==> src/rtl/avalon_mem_master_if.sv <==
// CPU request/response channel plus Avalon-MM master bus for avalon_mem_master.
interface avalon_mem_master_if;
    logic        req_valid;
    logic        req_ready;
    logic        req_write;
    logic [1:0]  req_size;
    logic        req_signed;
    logic [31:0] req_addr;
    logic [31:0] req_wdata;
    logic        resp_valid;
    logic        resp_error;
    logic [31:0] resp_rdata;
    logic [31:0] address;
    logic        read;
    logic        write;
    logic [3:0]  byteenable;
    logic [31:0] writedata;
    logic [31:0] readdata;
    logic        waitrequest;

    modport master (
        input  req_valid, req_write, req_size, req_signed, req_addr, req_wdata,
        input  readdata, waitrequest,
        output req_ready, resp_valid, resp_error, resp_rdata,
        output address, read, write, byteenable, writedata
    );

    modport slave (
        output req_valid, req_write, req_size, req_signed, req_addr, req_wdata,
        output readdata, waitrequest,
        input  req_ready, resp_valid, resp_error, resp_rdata,
        input  address, read, write, byteenable, writedata
    );
endinterface

==> src/rtl/avalon_mem_master.sv <==
// Single-transfer Avalon-MM master: turns byte/half/word CPU loads and stores into
// lane-aligned Avalon accesses, with optional waitrequest timeout.
module avalon_mem_master #(
    parameter int WAIT_LIMIT = 255
) (
    input  logic               clk,
    input  logic               reset,
    avalon_mem_master_if.master bus
);
    typedef enum logic [1:0] {IDLE, READ, WRITE, DONE} state_t;

    localparam int CNT_W  = (WAIT_LIMIT > 1) ? $clog2(WAIT_LIMIT) : 1;
    localparam int LIM_M1 = (WAIT_LIMIT > 0) ? WAIT_LIMIT - 1 : 0;

    state_t           state;
    logic [CNT_W-1:0] stall_cnt;
    logic [1:0]       size_q;
    logic [1:0]       off_q;
    logic             sgn_q;

    logic             bad_req;
    logic [3:0]       be_c;
    logic [31:0]      wd_c;

    // Selected byte/half moved to bit 0, then zero- or sign-extended.
    function automatic logic [31:0] extract_load(input logic [31:0] rd, input logic [1:0] size,
                                                 input logic [1:0] off, input logic sgn);
        logic [7:0]  b;
        logic [15:0] h;
        b = rd[{off, 3'b000} +: 8];
        h = off[1] ? rd[31:16] : rd[15:0];
        case (size)
            2'b00:   return {{24{sgn & b[7]}}, b};
            2'b01:   return {{16{sgn & h[15]}}, h};
            default: return rd;
        endcase
    endfunction

    always_comb begin
        bad_req = 1'b0;
        be_c    = 4'b0000;
        wd_c    = 32'h0;
        case (bus.req_size)
            2'b00: begin
                be_c = 4'b0001 << bus.req_addr[1:0];
                wd_c = {24'h0, bus.req_wdata[7:0]} << {bus.req_addr[1:0], 3'b000};
            end
            2'b01: begin
                bad_req = bus.req_addr[0];
                be_c    = bus.req_addr[1] ? 4'b1100 : 4'b0011;
                wd_c    = bus.req_addr[1] ? {bus.req_wdata[15:0], 16'h0}
                                          : {16'h0, bus.req_wdata[15:0]};
            end
            2'b10: begin
                bad_req = |bus.req_addr[1:0];
                be_c    = 4'b1111;
                wd_c    = bus.req_wdata;
            end
            default: bad_req = 1'b1;
        endcase
    end

    assign bus.req_ready = (state == IDLE);

    always_ff @(posedge clk) begin
        if (reset) begin
            state           <= IDLE;
            stall_cnt       <= '0;
            size_q          <= 2'b00;
            off_q           <= 2'b00;
            sgn_q           <= 1'b0;
            bus.read        <= 1'b0;
            bus.write       <= 1'b0;
            bus.address     <= 32'h0;
            bus.byteenable  <= 4'b0000;
            bus.writedata   <= 32'h0;
            bus.resp_valid  <= 1'b0;
            bus.resp_error  <= 1'b0;
            bus.resp_rdata  <= 32'h0;
        end else begin
            bus.resp_valid <= 1'b0;
            case (state)
                IDLE: begin
                    if (bus.req_valid) begin
                        size_q         <= bus.req_size;
                        off_q          <= bus.req_addr[1:0];
                        sgn_q          <= bus.req_signed;
                        bus.resp_rdata <= 32'h0;
                        bus.resp_error <= 1'b0;
                        if (bad_req) begin
                            // Rejected requests never touch the bus.
                            state          <= DONE;
                            bus.resp_valid <= 1'b1;
                            bus.resp_error <= 1'b1;
                        end else begin
                            state          <= bus.req_write ? WRITE : READ;
                            bus.read       <= ~bus.req_write;
                            bus.write      <= bus.req_write;
                            bus.address    <= {bus.req_addr[31:2], 2'b00};
                            bus.byteenable <= be_c;
                            bus.writedata  <= bus.req_write ? wd_c : 32'h0;
                            stall_cnt      <= '0;
                        end
                    end
                end
                READ, WRITE: begin
                    if (!bus.waitrequest) begin
                        state          <= DONE;
                        bus.read       <= 1'b0;
                        bus.write      <= 1'b0;
                        bus.resp_valid <= 1'b1;
                        bus.resp_error <= 1'b0;
                        bus.resp_rdata <= (state == READ)
                                        ? extract_load(bus.readdata, size_q, off_q, sgn_q) : 32'h0;
                    end else if (WAIT_LIMIT > 0 && stall_cnt == CNT_W'(LIM_M1)) begin
                        // This stall cycle is the WAIT_LIMIT-th: abandon the transfer.
                        state          <= DONE;
                        bus.read       <= 1'b0;
                        bus.write      <= 1'b0;
                        bus.resp_valid <= 1'b1;
                        bus.resp_error <= 1'b1;
                        bus.resp_rdata <= 32'h0;
                    end else begin
                        stall_cnt <= stall_cnt + 1'b1;
                    end
                end
                default: state <= IDLE;
            endcase
        end
    end
endmodule

==> src/flat_wrapper.sv <==
// flat-port wrapper written by rule: the top's interface ports become plain ports
module avalon_mem_master_flat 
#(
    parameter int WAIT_LIMIT = 255
)
  (clk, reset, bus_req_valid, bus_req_write, bus_req_size, bus_req_signed, bus_req_addr, bus_req_wdata, bus_readdata, bus_waitrequest, bus_req_ready, bus_resp_valid, bus_resp_error, bus_resp_rdata, bus_address, bus_read, bus_write, bus_byteenable, bus_writedata);
  avalon_mem_master_if bus_i ();
  input  logic clk;
  input  logic reset;
  input wire logic [$bits(bus_i.req_valid)-1:0] bus_req_valid;
  input wire logic [$bits(bus_i.req_write)-1:0] bus_req_write;
  input wire logic [$bits(bus_i.req_size)-1:0] bus_req_size;
  input wire logic [$bits(bus_i.req_signed)-1:0] bus_req_signed;
  input wire logic [$bits(bus_i.req_addr)-1:0] bus_req_addr;
  input wire logic [$bits(bus_i.req_wdata)-1:0] bus_req_wdata;
  input wire logic [$bits(bus_i.readdata)-1:0] bus_readdata;
  input wire logic [$bits(bus_i.waitrequest)-1:0] bus_waitrequest;
  output wire logic [$bits(bus_i.req_ready)-1:0] bus_req_ready;
  output wire logic [$bits(bus_i.resp_valid)-1:0] bus_resp_valid;
  output wire logic [$bits(bus_i.resp_error)-1:0] bus_resp_error;
  output wire logic [$bits(bus_i.resp_rdata)-1:0] bus_resp_rdata;
  output wire logic [$bits(bus_i.address)-1:0] bus_address;
  output wire logic [$bits(bus_i.read)-1:0] bus_read;
  output wire logic [$bits(bus_i.write)-1:0] bus_write;
  output wire logic [$bits(bus_i.byteenable)-1:0] bus_byteenable;
  output wire logic [$bits(bus_i.writedata)-1:0] bus_writedata;
  assign bus_i.req_valid = bus_req_valid;
  assign bus_i.req_write = bus_req_write;
  assign bus_i.req_size = bus_req_size;
  assign bus_i.req_signed = bus_req_signed;
  assign bus_i.req_addr = bus_req_addr;
  assign bus_i.req_wdata = bus_req_wdata;
  assign bus_i.readdata = bus_readdata;
  assign bus_i.waitrequest = bus_waitrequest;
  assign bus_req_ready = bus_i.req_ready;
  assign bus_resp_valid = bus_i.resp_valid;
  assign bus_resp_error = bus_i.resp_error;
  assign bus_resp_rdata = bus_i.resp_rdata;
  assign bus_address = bus_i.address;
  assign bus_read = bus_i.read;
  assign bus_write = bus_i.write;
  assign bus_byteenable = bus_i.byteenable;
  assign bus_writedata = bus_i.writedata;
  avalon_mem_master #(.WAIT_LIMIT(WAIT_LIMIT)) u_core (.clk(clk), .reset(reset), .bus(bus_i));
endmodule
==> config.mk <==
export PLATFORM = sky130hd
export DESIGN_NAME = avalon_mem_master_flat
export DESIGN_NICKNAME = d
export VERILOG_FILES = /design/src/rtl/avalon_mem_master_if.sv /design/src/rtl/avalon_mem_master.sv /design/src/flat_wrapper.sv
export SDC_FILE = /design/constraint.sdc
export NUM_CORES = 1
export LEC_CHECK = 0
export CAP_MARGIN = 40
export CORE_MARGIN = 5
export CORE_UTILIZATION = 45
export CTS_BUF_LIST = sky130_fd_sc_hd__clkbuf_4 sky130_fd_sc_hd__clkbuf_8
export DETAILED_ROUTE_END_ITERATION = 6
export PLACE_DENSITY = 0.82
export REMOVE_ABC_BUFFERS = 1
export SLEW_MARGIN = 20
export SYNTH_ARGS = -nofsm -noshare
export SYNTH_HDL_FRONTEND = slang
export SYNTH_SLANG_ARGS = --single-unit
==> constraint.sdc <==
create_clock -name clk -period 2.6 [get_ports clk]
set_input_delay 0.26 -clock clk [delete_from_list [all_inputs] [get_ports clk]]
set_output_delay 0.26 -clock clk [all_outputs]
set_load 0.005 [all_outputs]
==> flow_summary.toml, run 1 <==
[status]
status = "finished, final reports clean"

[routing]
route.detailed.drc = 0
wl_um = 17000
ant_nets = 0
dr.pass1.iters = 5
wl_per_cell_um = 17.6
drtIter0Drc = 416
viasPerCell = 5.67
num_vias = 5464

[synthesis]
synth_top_family_by_area = "compound AO/OA/AOI/OAI gates"
synth_cells = 615
synthAdderAreaFrac = 0.0121
synth_area_um2 = 5180
synth_compound_area_frac = 0.260
synth_warnings = 0
ys.flop_type = "dfxtp_1"
avgSynthCellArea_um2 = 8.42
synth_xor_area_frac = 0.00169
seq_area_frac_synth = 0.453
async_flop_share = 0
synth_top_area_share = 0.453
synth_area_leaders = "dfxtp_1 45%, nand2_1 9.9%, a21oi_1 5.6%"
synth-edff-count = 0
synth-seq-cells = 117
synth_cell_type_count = 59
synth_largest_area_cell = "dfxtp_1"
synth-simple-area-share = 0.216
muxShareOfSynthArea = 0.00653

[timing]
clock_skew_ns = 0.0121
setup_slack_ns = 0.243
setup_tns_ns = 0
fin_crit_ns = 2.36
fin_crit_sh = 0.907
rsz0062_at_grt = "false"
slew_viol_final = 0
setup_violations = 0
worst_slew_pin_slew_ns = 0.650
hold_violations = 0
fmax_mhz = 424
maxSlewHeadroom = 0.556

[setup_path]
cp-start-kind = "flip-flop"
cp_slowest_cell = "a2111oi_0"
cp.arrival_ns = 2.73
max_stage_delay_ns = 0.65
critPathCaptureType = "flip-flop"
worst-setup-path-type = "reg -> reg"
required_ns = 2.97
worstPathCellList = "inv_1 > ha_1 > nand2_1 > a2111oi_0 > and3b_1 > a22o_1"
cp_max_fo = 8

[placed_design]
port_buffers = 206
gp_congestion = 0.836
post-place-ws_ns = 0.160
dp_hpwl_um = 12500

[clock_network]
root_buffer = "clkbuf_8"
numCtsBuffers = 17
postCtsSetupBuffers = 0
clockBufferDepth = 2
post_cts_resized = 0
cts_tree = "built"
clock_latency_ns = 0.43
cts_hold_repair.buffers = 0
path_clk_slew_ns = 0.08
numClockSinks = 117
cts_max_level = 4

[pwr]
p_per_area_nw_per_um2 = 662
vdd_drop_max_mv = 0.401
p_leak_nw = 2.83
power.total_w = 0.00513

[min_path]
worstHoldPathType = "in -> reg"

[cells_and_area]
final_cell_mix = "205 x clkdlybuf4s50_1, 137 x nand2_1, 117 x dfxtp_1"
n_antenna_cell = 0
final_common_cell = "clkdlybuf4s50_1"
drive_gt1_frac = 0.0768
syn_to_final_growth_pct = 49.6
nets = 917

[global_route]
overflow = 0
grt_pass1_vias = 5387
antenna_found_initial = 0
grt_max_degree = 60
track_usage = 0.242
grt_first_pass_wirelength_um = 26400

[flow_run]
drv_cap = 0

[floorplan]
fp.dieH_um = 117
die-area_um2 = 13700
ios = 209
coreArea_um2 = 11400
start_util = 0.455
fp.dieW_um = 117
rows = 39
## worst paths after layout
check / startpoint / endpoint / slack [ns] / cells past startpoint
setup reg to reg: u_core.state[1]$_SDFFE_PP0P_ / u_core.bus.writedata[2]$_SDFFE_PP0P_ / 0.24 / 6
hold reg to reg: u_core.bus.resp_rdata[4]$_SDFFE_PP0P_ / u_core.bus.resp_rdata[4]$_SDFFE_PP0P_ / 0.44 / 2
setup / recovery: u_core.state[1]$_SDFFE_PP0P_ / u_core.bus.writedata[2]$_SDFFE_PP0P_ / 0.24 / 6
hold / removal: reset / u_core.bus.byteenable[2]$_SDFFE_PP0P_ / 0.25 / 2
## layer usage
| metal | vias to the layer above | wire [um] | global-route usage |
|---|---|---|---|
| met5 | - | 0 | 0 |
| met4 | 0 | 442 | 0.106 |
| met3 | 43 | 1390 | 0.0442 |
| met2 | 254 | 8640 | 0.436 |
| met1 | 2575 | 6500 | 0.279 |
| li1 | 2592 | - | - |
## Yosys cell counts, drive strengths merged, types with 2 or more instances
library cell  instances
a31oi                 8
ha                    5
o31ai                 2
nor2b                 5
nand2               137
o32ai                 3
inv                   9
a2bb2oi              18
o221ai                7
and2                  2
nor2                 30
a222oi                8
o21ai                16
a32o                  2
nand3                11
or3                   3
or4                   4
nand4                 2
nor4                  2
o21a                  3
nand2b               20
clkbuf               30
a22oi                 9
o211ai               10
a22o                 33
or2                   3
o22ai                 2
dfxtp               117
nor3b                 2
a211oi                2
a21oi                58
and3b                 3
nor3                 16
buf                  20
## power by group
| group | switching, W | internal (W) | total, W |
|---|---|---|---|
| Combinational | 0.000757 | 0.000656 | 0.00141 |
| Sequential | 0.0000961 | 0.00193 | 0.00202 |
| Clock | 0.000820 | 0.000874 | 0.00169 |
## cells by family (layout without fill, tap and decap cells)
group,after synthesis,in the layout
xor+xnor,1,1
other cells,1,2
fa+ha+maj,5,5
buf+inv,59,263
mux,2,2
flops,117,117
simple gates,243,243
compound gates,187,187
## critical path, delay by kind of cell, from the launching register on
family | cells | cell delay, ns
AOI/OAI and AO/OA | 2 | 0.86
adders and majority gates | 1 | 0.30
buffers and inverters | 1 | 0.10
DFF | 1 | 0.32
and+or+nand+nor | 2 | 0.72
## layout make-up
cell class / count / area [um2]
clock buffers: 17 / 234
repair buffers: 223 / 2200
clock inverters: 14 / 164
multi-input cells: 440 / 2600
fillers: 893 / 3620
flip-flops and latches: 117 / 2340
inverters: 9 / 33.8
well taps: 143 / 179
## sequential cells by signal, summed over array words and instances (netlist names)
signal / count
u_core.bus.address: 30
u_core.bus.byteenable: 4
u_core.bus.read: 1
u_core.bus.resp_error: 1
u_core.bus.resp_rdata: 32
u_core.bus.resp_valid: 1
u_core.bus.write: 1
u_core.bus.writedata: 32
u_core.off_q: 2
u_core.sgn_q: 1
u_core.size_q: 2
u_core.stall_cnt: 8
u_core.state: 2
## per-stage QoR
stage	util	hold slack, ns	area (um2)	instances
floorplan	-	0.329	4950	566
global placement	0.646	0.424	7350	932
detailed placement	0.646	0.433	7350	932
CTS	0.681	0.233	7750	963
global route	0.681	0.274	7750	963
finish	0.681	0.253	7750	963
No activity file was read; power rests on OpenSTA's default activity.
==> run 2: changes to the inputs <==
==> constraint.sdc (replaced) <==
create_clock -name clk -period 2.7 [get_ports clk]
set_input_delay 0.27 -clock clk [delete_from_list [all_inputs] [get_ports clk]]
set_output_delay 0.27 -clock clk [all_outputs]
set_load 0.005 [all_outputs]
==> run 2 against run 1 <==
Against the previous run:
- the flow now finishes with violations (DRC)
- cell count down 0.21%
- wire length down 0.22%
- sequential power down 3%
- setup slack better by 0.0088 ns
- global-route usage up 0.41 points
- non-clock buffer count down 3
- combinational power down 3%
- via count down 0.13%
- largest cell class unchanged
- highest routed layer unchanged
- critical path depth unchanged
==> flow_summary.toml, run 2 (same netlist as run 1, synthesis figures left out) <==
[status]
status = "finished with violations"
violations = "DRC"

[placed_design]
gp_congestion = 0.815
dp_hpwl_um = 12400
port_buffers = 206

[cells_and_area]
drive_gt1_frac = 0.0746
syn_to_final_growth_pct = 50.6
final_cell_mix = "205 x clkdlybuf4s50_1, 137 x nand2_1, 117 x dfxtp_1"
final_common_cell = "clkdlybuf4s50_1"
reg_top3 = "u_core.bus.resp_rdata (32), u_core.bus.writedata (32), u_core.bus.address (30)"
n_antenna_cell = 0
nets = 914

[clock_network]
cts_max_level = 4
root_buffer = "clkbuf_8"
clockBufferDepth = 2
numCtsBuffers = 17
cts_tree = "built"
numClockSinks = 117
path_clk_slew_ns = 0.07
clock_latency_ns = 0.44
postCtsSetupBuffers = 0
cts_hold_repair.buffers = 0
post_cts_resized = 0

[floorplan]
ios = 209
coreArea_um2 = 11400
start_util = 0.455
fp.dieW_um = 117
rows = 39
die-area_um2 = 13700
fp.dieH_um = 117

[routing]
drtIter0Drc = 411
route.detailed.drc = 5
viasPerCell = 5.68
num_vias = 5457
wl_um = 16900
ant_nets = 0
dr.pass1.iters = 7
wl_per_cell_um = 17.6

[timing]
maxSlewHeadroom = 0.420
fin_crit_ns = 2.45
slew_viol_final = 0
fin_crit_sh = 0.907
fmax_mhz = 408
rsz0062_at_grt = "false"
worst_slew_pin_slew_ns = 0.848
setup_violations = 0
hold_violations = 0
setup_tns_ns = 0
clock_skew_ns = 0.00887

[global_route]
grt_pass1_vias = 5272
track_usage = 0.246
antenna_found_initial = 0
grt_first_pass_wirelength_um = 26500
overflow = 0
grt_max_degree = 60

[min_path]
worstHoldPathType = "in -> reg"

[pwr]
power.total_w = 0.00513
p_per_area_nw_per_um2 = 658
vdd_drop_max_mv = 0.384
p_leak_nw = 2.85

[setup_path]
required_ns = 3.08
worst-setup-path-type = "reg -> reg"
cp_max_fo = 8
path_buf_inv = 1
worstPathCellList = "inv_1 > ha_1 > nand2_1 > a2111oi_0 > and3b_1 > a22o_1"
critPathCaptureType = "flip-flop"
path_delay_family = "compound AO/OA/AOI/OAI gates"
cp-start-kind = "flip-flop"
max_stage_delay_ns = 0.80
cp_slowest_cell = "a2111oi_0"
cp.arrival_ns = 2.83

[flow_run]
drv_cap = 0
-- run 2: metrics by stage --
stage          instances  instance area [um2]  worst slack, ns  utilization  hold slack (ns)
6_report             961                 7790            0.251        0.686            0.204
5_1_grt              961                 7790            0.187        0.686            0.209
4_1_cts              961                 7790            0.295        0.686            0.171
3_5_place_dp         929                 7340            0.257        0.645            0.431
3_3_place_gp         929                 7340            0.390        0.645            0.424
2_1_floorplan        566                 4950          -0.0429            -            0.339
-- run 2: area by class of cell --
type | instances | area (um2)
clock buffer | 24 | 312
clock inverter | 8 | 145
fill | 906 | 3570
inverter | 9 | 33.8
multi-input combinational | 440 | 2600
sequential | 117 | 2340
tap | 143 | 179
timing repair buffer | 220 | 2190
-- run 2: per-layer routing --
metal / share of wire / track usage / up-vias
met4: 0.035 / 0.129 / 0
li1: - / - / 2586
met5: 0 / 0 / -
met1: 0.37 / 0.273 / 2545
met3: 0.091 / 0.0648 / 51
met2: 0.50 / 0.430 / 275
-- run 2: where the power goes --
part	switching (W)	internal [W]
combinational	0.000739	0.000629
clock	0.000681	0.00113
sequential	0.0000908	0.00186
-- run 2: final timing paths --
| path | depth (start not counted) | slack [ns] | to | startpoint |
|---|---|---|---|---|
| worst max register to register | 6 | 0.25 | u_core.bus.writedata[2]$_SDFFE_PP0P_ | u_core.state[0]$_SDFFE_PP0P_ |
| worst min register to register | 2 | 0.44 | u_core.bus.resp_rdata[8]$_SDFFE_PP0P_ | u_core.bus.resp_rdata[8]$_SDFFE_PP0P_ |
| worst min-delay path | 2 | 0.20 | u_core.bus.byteenable[0]$_SDFFE_PP0P_ | reset |
| worst max-delay path | 6 | 0.25 | u_core.bus.writedata[2]$_SDFFE_PP0P_ | u_core.state[0]$_SDFFE_PP0P_ |
==> run 3: changes to the inputs <==
==> constraint.sdc (replaced) <==
create_clock -name clk -period 2.9 [get_ports clk]
set_input_delay 0.29 -clock clk [delete_from_list [all_inputs] [get_ports clk]]
set_output_delay 0.29 -clock clk [all_outputs]
set_load 0.005 [all_outputs]
==> run 3 against run 2 <==
Against the previous run:
- register-to-register slack improved by 0.27 ns
- the flow now finishes without violations
- highest routed layer unchanged
- cell area shrank 0.34%
- critical path depth is the same
- setup slack improved by 0.27 ns
- clock power down 14%
==> flow_summary.toml, run 3 (same netlist as run 1, synthesis figures left out) <==
[status]
status = "finished, final reports clean"

[clock_network]
post_cts_resized = 0
cts_max_level = 4
cts_hold_repair.buffers = 0
postCtsSetupBuffers = 0
path_clk_slew_ns = 0.07
root_buffer = "clkbuf_8"
cts_tree = "built"
clockBufferDepth = 2
numClockSinks = 117
numCtsBuffers = 17
clock_latency_ns = 0.43

[routing]
num_vias = 5471
drtIter0Drc = 489
wl_per_cell_um = 17.5
dr.pass1.iters = 5
route.detailed.drc = 0
wl_um = 16800
ant_nets = 0
viasPerCell = 5.68

[setup_path]
critPathCaptureType = "flip-flop"
max_stage_delay_ns = 0.69
cp_slowest_cell = "a2111oi_0"
worstPathCellList = "inv_1 > ha_1 > nand2_1 > a2111oi_0 > and3b_1 > a22o_1"
required_ns = 3.26
cp.arrival_ns = 2.75
cp-start-kind = "flip-flop"
worst-setup-path-type = "reg -> reg"
cp_max_fo = 8

[cells_and_area]
reg_top3 = "u_core.bus.resp_rdata (32), u_core.bus.writedata (32), u_core.bus.address (30)"
nets = 915
final_common_cell = "clkdlybuf4s50_1"
drive_gt1_frac = 0.0757
syn_to_final_growth_pct = 50.1
final_cell_mix = "205 x clkdlybuf4s50_1, 137 x nand2_1, 117 x dfxtp_1"
instances_no_fill = 963
n_fill_cell = 893

[pwr]
internal-power_w = 0.00320
netSwitchingFraction = 0.310
p_per_area_nw_per_um2 = 596
vdd_drop_max_mv = 0.331
p_leak_nw = 2.83
combPwrFrac = 0.275
switchingPower_w = 0.00143
p_clk_frac = 0.334
p_seq_frac = 0.391

[placed_design]
place_inst = 929
dp_hpwl_um = 12400
gp_congestion = 0.829
port_buffers = 206
post-place-ws_ns = 0.267

[timing]
slew_viol_final = 0
setup_tns_ns = 0
maxSlewHeadroom = 0.485
fin_crit_sh = 0.821
fin_crit_ns = 2.38
setup_slack_ns = 0.519
worst_slew_pin_slew_ns = 0.773
hold_violations = 0
rsz0062_at_grt = "false"
whs_ns = 0.253
setup_violations = 0
fmax_mhz = 420
clock_skew_ns = 0.0148

[global_route]
overflow = 0
track_usage = 0.242
grt_first_pass_wirelength_um = 26200
grt_max_degree = 62
antenna_found_initial = 1
grt_pass1_vias = 5288

[floorplan]
die-area_um2 = 13700
ios = 209
start_util = 0.455
coreArea_um2 = 11400
rows = 39
fp.dieH_um = 117
fp.dieW_um = 117

[min_path]
worstHoldPathType = "in -> reg"

[flow_run]
drv_cap = 0
==> run 3: critical path: cells and delay by family, from the launching register on <==
family,cells,cell delay (ns)
AOI/OAI and AO/OA,2,0.90
adders and majority gates,1,0.31
buffers and inverters,1,0.10
DFF,1,0.32
and+or+nand+nor,2,0.70
==> run 3: final cells by class <==
type,instances,area (um2),area share
diodes,1,2.50,0.000322
clock buffers,19,255,0.0329
clock inverters,13,158,0.0203
inverters,9,33.8,0.00435
multi-input cells,440,2600,0.334
flip-flops and latches,117,2340,0.301
well taps,143,179,0.0230
repair buffers,221,2200,0.283
==> run 3: worst paths after layout <==
kind | slack [ns] | cells past startpoint | end | startpoint
worst max register to register | 0.52 | 6 | u_core.bus.writedata[5]$_SDFFE_PP0P_ | u_core.state[1]$_SDFFE_PP0P_
worst max-delay path | 0.52 | 6 | u_core.bus.writedata[5]$_SDFFE_PP0P_ | u_core.state[1]$_SDFFE_PP0P_
worst min-delay path | 0.25 | 2 | u_core.bus.byteenable[0]$_SDFFE_PP0P_ | reset
worst min register to register | 0.44 | 2 | u_core.bus.resp_rdata[4]$_SDFFE_PP0P_ | u_core.bus.resp_rdata[4]$_SDFFE_PP0P_
==> run 3: layer usage <==
metal / part of all wire / up-vias / track usage
li1: - / 2588 / -
met1: 0.40 / 2619 / 0.282
met2: 0.50 / 224 / 0.414
met3: 0.078 / 40 / 0.0689
met4: 0.028 / 0 / 0.102
met5: 0 / - / 0
==> run 3: power by group through the flow <==
stage | sequential, W | combinational, W | clock (W)
after floorplan | 0.00186 | 0.000604 | 0
after global placement | 0.00184 | 0.00122 | 0
after detailed placement | 0.00185 | 0.00125 | 0
after CTS | 0.00181 | 0.00126 | 0.00157
after global routing | 0.00183 | 0.00138 | 0.00167
final | 0.00181 | 0.00127 | 0.00155
==> run 3: metrics by stage <==
| stage | cell area (um2) | utilization | total power (W) |
|---|---|---|---|
| detailed placement | 7330 | 0.644 | 0.00309 |
| floorplan | 4950 | - | 0.00246 |
| CTS | 7740 | 0.681 | 0.00464 |
| finish | 7770 | 0.683 | 0.00463 |
| global placement | 7330 | 0.644 | 0.00306 |
| global route | 7770 | 0.683 | 0.00488 |
==> patch: new RTL, flow settings as in run 1 <==
`WAIT_LIMIT` is set to 255 in 2 places; all go to 510.
--- a/src/rtl/avalon_mem_master.sv
+++ b/src/rtl/avalon_mem_master.sv
@@ -3,3 +3,3 @@
 module avalon_mem_master #(
-    parameter int WAIT_LIMIT = 255
+    parameter int WAIT_LIMIT = 510
 ) (
--- a/src/flat_wrapper.sv
+++ b/src/flat_wrapper.sv
@@ -3,3 +3,3 @@
 #(
-    parameter int WAIT_LIMIT = 255
+    parameter int WAIT_LIMIT = 510
 )
Behaviour: same outputs for any inputs over 4 cycles, from zero or initial values and one cycle with reset high; that may be too few to reach the edited logic, so the function may still have changed.
==> patch against run 1 <==
  * Combinational power fell by 6%
  * Area after synthesis fell by 1.3%
  * Worst setup slack improved by 0.031 ns
  * Utilization fell by 0.11 points
  * Clock skew fell by 0.0037 ns
  * Via count fell by 1.1%
  * Routed wire length rose by 3.0%
  * Power fell by 5.0%
  * Sequential cell count rose by 1
  * Critical path depth rose by 1
  * Sequential share of layout area rose by 0.57 points
  * Design area fell by 1.0%
  * Largest power group unchanged
==> patch: results (changes against run 1) <==
stage,metric,value,unit,change
outcome,outcome,completed,,unchanged
global_routing,GR Util met2,43.7,%,was 43.6%
min_path,worst hold path type,input port to flip-flop,,unchanged
global_routing,Global Route Usage Sum,25.4,%,was 24.2%
place,PortBufs,206,,unchanged
cells_and_area,biggest regs,"u_core.bus.resp_rdata (32), u_core.bus.writedata (32), u_core.bus.address (30)",,unchanged
route,DR pass1 iterations,7,,was 5
synthesis,Yosys top cell area share,46.3,%,was 45.3%
clock_network,clock latency on the worst-skew pair,0.42,ns,
timing,final worst clock skew,0.00833,ns,was 0.0121 ns
global_routing,vias in the first global route,5561,,was 5387
synthesis,Yosys cell types,59,,unchanged
clock_network,post-CTS setup buffers,0,,unchanged
clock_network,Max clock buf depth,2,,unchanged
timing,max_slew headroom,47.2,%,was 55.6%
global_routing,first-pass GRT wire length,27200,um,was 26400 um
synthesis,sequential fraction of the synthesis area,46.3,%,was 45.3%
global_routing,GR Util met1,29.3,%,was 27.9%
synthesis,Adder-Cell Fraction of Synth Area,1.22,%,was 1.21%
synthesis,post-synthesis mux area share,1.42,%,was 0.653%
place,placer congestion estimate,0.898,,was 0.836
synthesis,top_reg_cell synth,dfxtp_1,,unchanged
clock_network,Worst-path clk slew,0.07,ns,
critical_path,Crit path arrival time,2.69,ns,was 2.73 ns
cells_and_area,final net count,902,,was 917
place,DP HPWL,13000,um,was 12500 um
route,Initial DRC Count,428,,was 416
synthesis,Ys Warns,0,,unchanged
synthesis,XOR/XNOR Fraction of Synth Area,0.343,%,was 0.169%
synthesis,Post-synth ARST share,0,%,unchanged
clock_network,Resized cells post-CTS,0,,unchanged
global_routing,GR Util met3,7.93,%,was 4.42%
route,Detailed Route WL,17500,um,was 17000 um
cells_and_area,# diodes,0,,unchanged
clock_network,Max H-tree Level,4,,unchanged
clock_network,Root Driver,clkbuf_8,,unchanged
pwr,static leakage,2.83,nW,about the same
pwr,VDD IR-drop max,337,uV,was 401 uV
global_routing,largest net degree at the start of global routing,65,,was 60
synthesis,"Avg Cell Area, Syn",8.54,um2,was 8.42 um2
global_routing,initial antenna violation count,0,,unchanged
synthesis,Synth area leaders,"dfxtp_1 46%, nand2_1 9.0%, a21oi_1 5.7%",,"was dfxtp_1 45%, nand2_1 9.9%, a21oi_1 5.6%"
clock_network,total CTS buffers,17,,unchanged
cells_and_area,final non-filler cell total,946,,was 963
synthesis,Compound-Gate Fraction of Synth Area,26.1,%,was 26.0%
synthesis,synth cell count leaders,"123 x nand2_1, 118 x dfxtp_1, 58 x a21oi_1, 34 x nor2_1, 32 x clkbuf_1",,"was 137 x nand2_1, 117 x dfxtp_1, 58 x a21oi_1, 33 x a22o_1, 30 x nor2_1"
critical_path,crit-path max FO,16,,was 8
place,Inst Count DP,917,,was 932
route,DR vias/cell,5.71,,was 5.67
cells_and_area,share of layout cells above drive strength 1,7.97,%,was 7.68%
[patch: per-stage QoR]
| step | area, um2 | worst slack, ns | power (mW) |
|---|---|---|---|
| 2_1_floorplan | 4900 | -0.299 | 2.67 |
| 3_3_place_gp | 7310 | 0.294 | 3.34 |
| 3_5_place_dp | 7310 | 0.144 | 3.37 |
| 4_1_cts | 7670 | 0.297 | 4.90 |
| 5_1_grt | 7670 | 0.0808 | 5.12 |
| 6_report | 7670 | 0.273 | 4.87 |
[patch: worst max-delay path, cell delays in order, from the launching register on]
cell	delay [ns]
dfxtp_1	0.36
inv_1	0.07
ha_1	0.46
nand4bb_1	0.20
nor2_1	0.17
buf_4	0.20
and2_1	0.55
a221o_1	0.26
[patch: cells by family (layout without fill, tap and decap cells)]
| family | Yosys count | after routing |
|---|---|---|
| compound gates | 186 | 186 |
| mux | 7 | 7 |
| flops | 118 | 118 |
| xor+xnor | 2 | 2 |
| buf+inv | 60 | 264 |
| simple gates | 219 | 219 |
| fa+ha+maj | 5 | 5 |
| other cells | 1 | 2 |
[patch: layout make-up]
class,instances,area (um2)
timing repair buffer,224,2200
inverter,11,41.3
clock inverter,5,50.0
fill,916,3600
clock buffer,24,305
sequential,118,2360
tap,143,179
multi-input combinational,421,2520
[patch: metal layers]
layer,vias up,wire [um]
li1,2560,-
met1,2530,6780
met2,281,8640
met3,35,1730
met4,0,331
met5,-,0
[patch: power breakdown]
part,switching (mW),internal (mW),leakage [nW],total [mW]
registers,0.0917,1.93,0.956,2.03
logic,0.699,0.619,1.68,1.32
clock network,0.675,0.852,0.192,1.53
[patch: worst paths after layout]
path                                                from                        end  slack [ns]  depth (start not counted)
worst max-delay path                     u_core.state[0]  u_core.bus.resp_rdata[23]        0.27                          7
worst min-delay path                               reset      u_core.bus.resp_error        0.20                          2
worst max register to register           u_core.state[0]  u_core.bus.resp_rdata[23]        0.27                          7
worst min register to register  u_core.bus.resp_rdata[4]   u_core.bus.resp_rdata[4]        0.45                          2
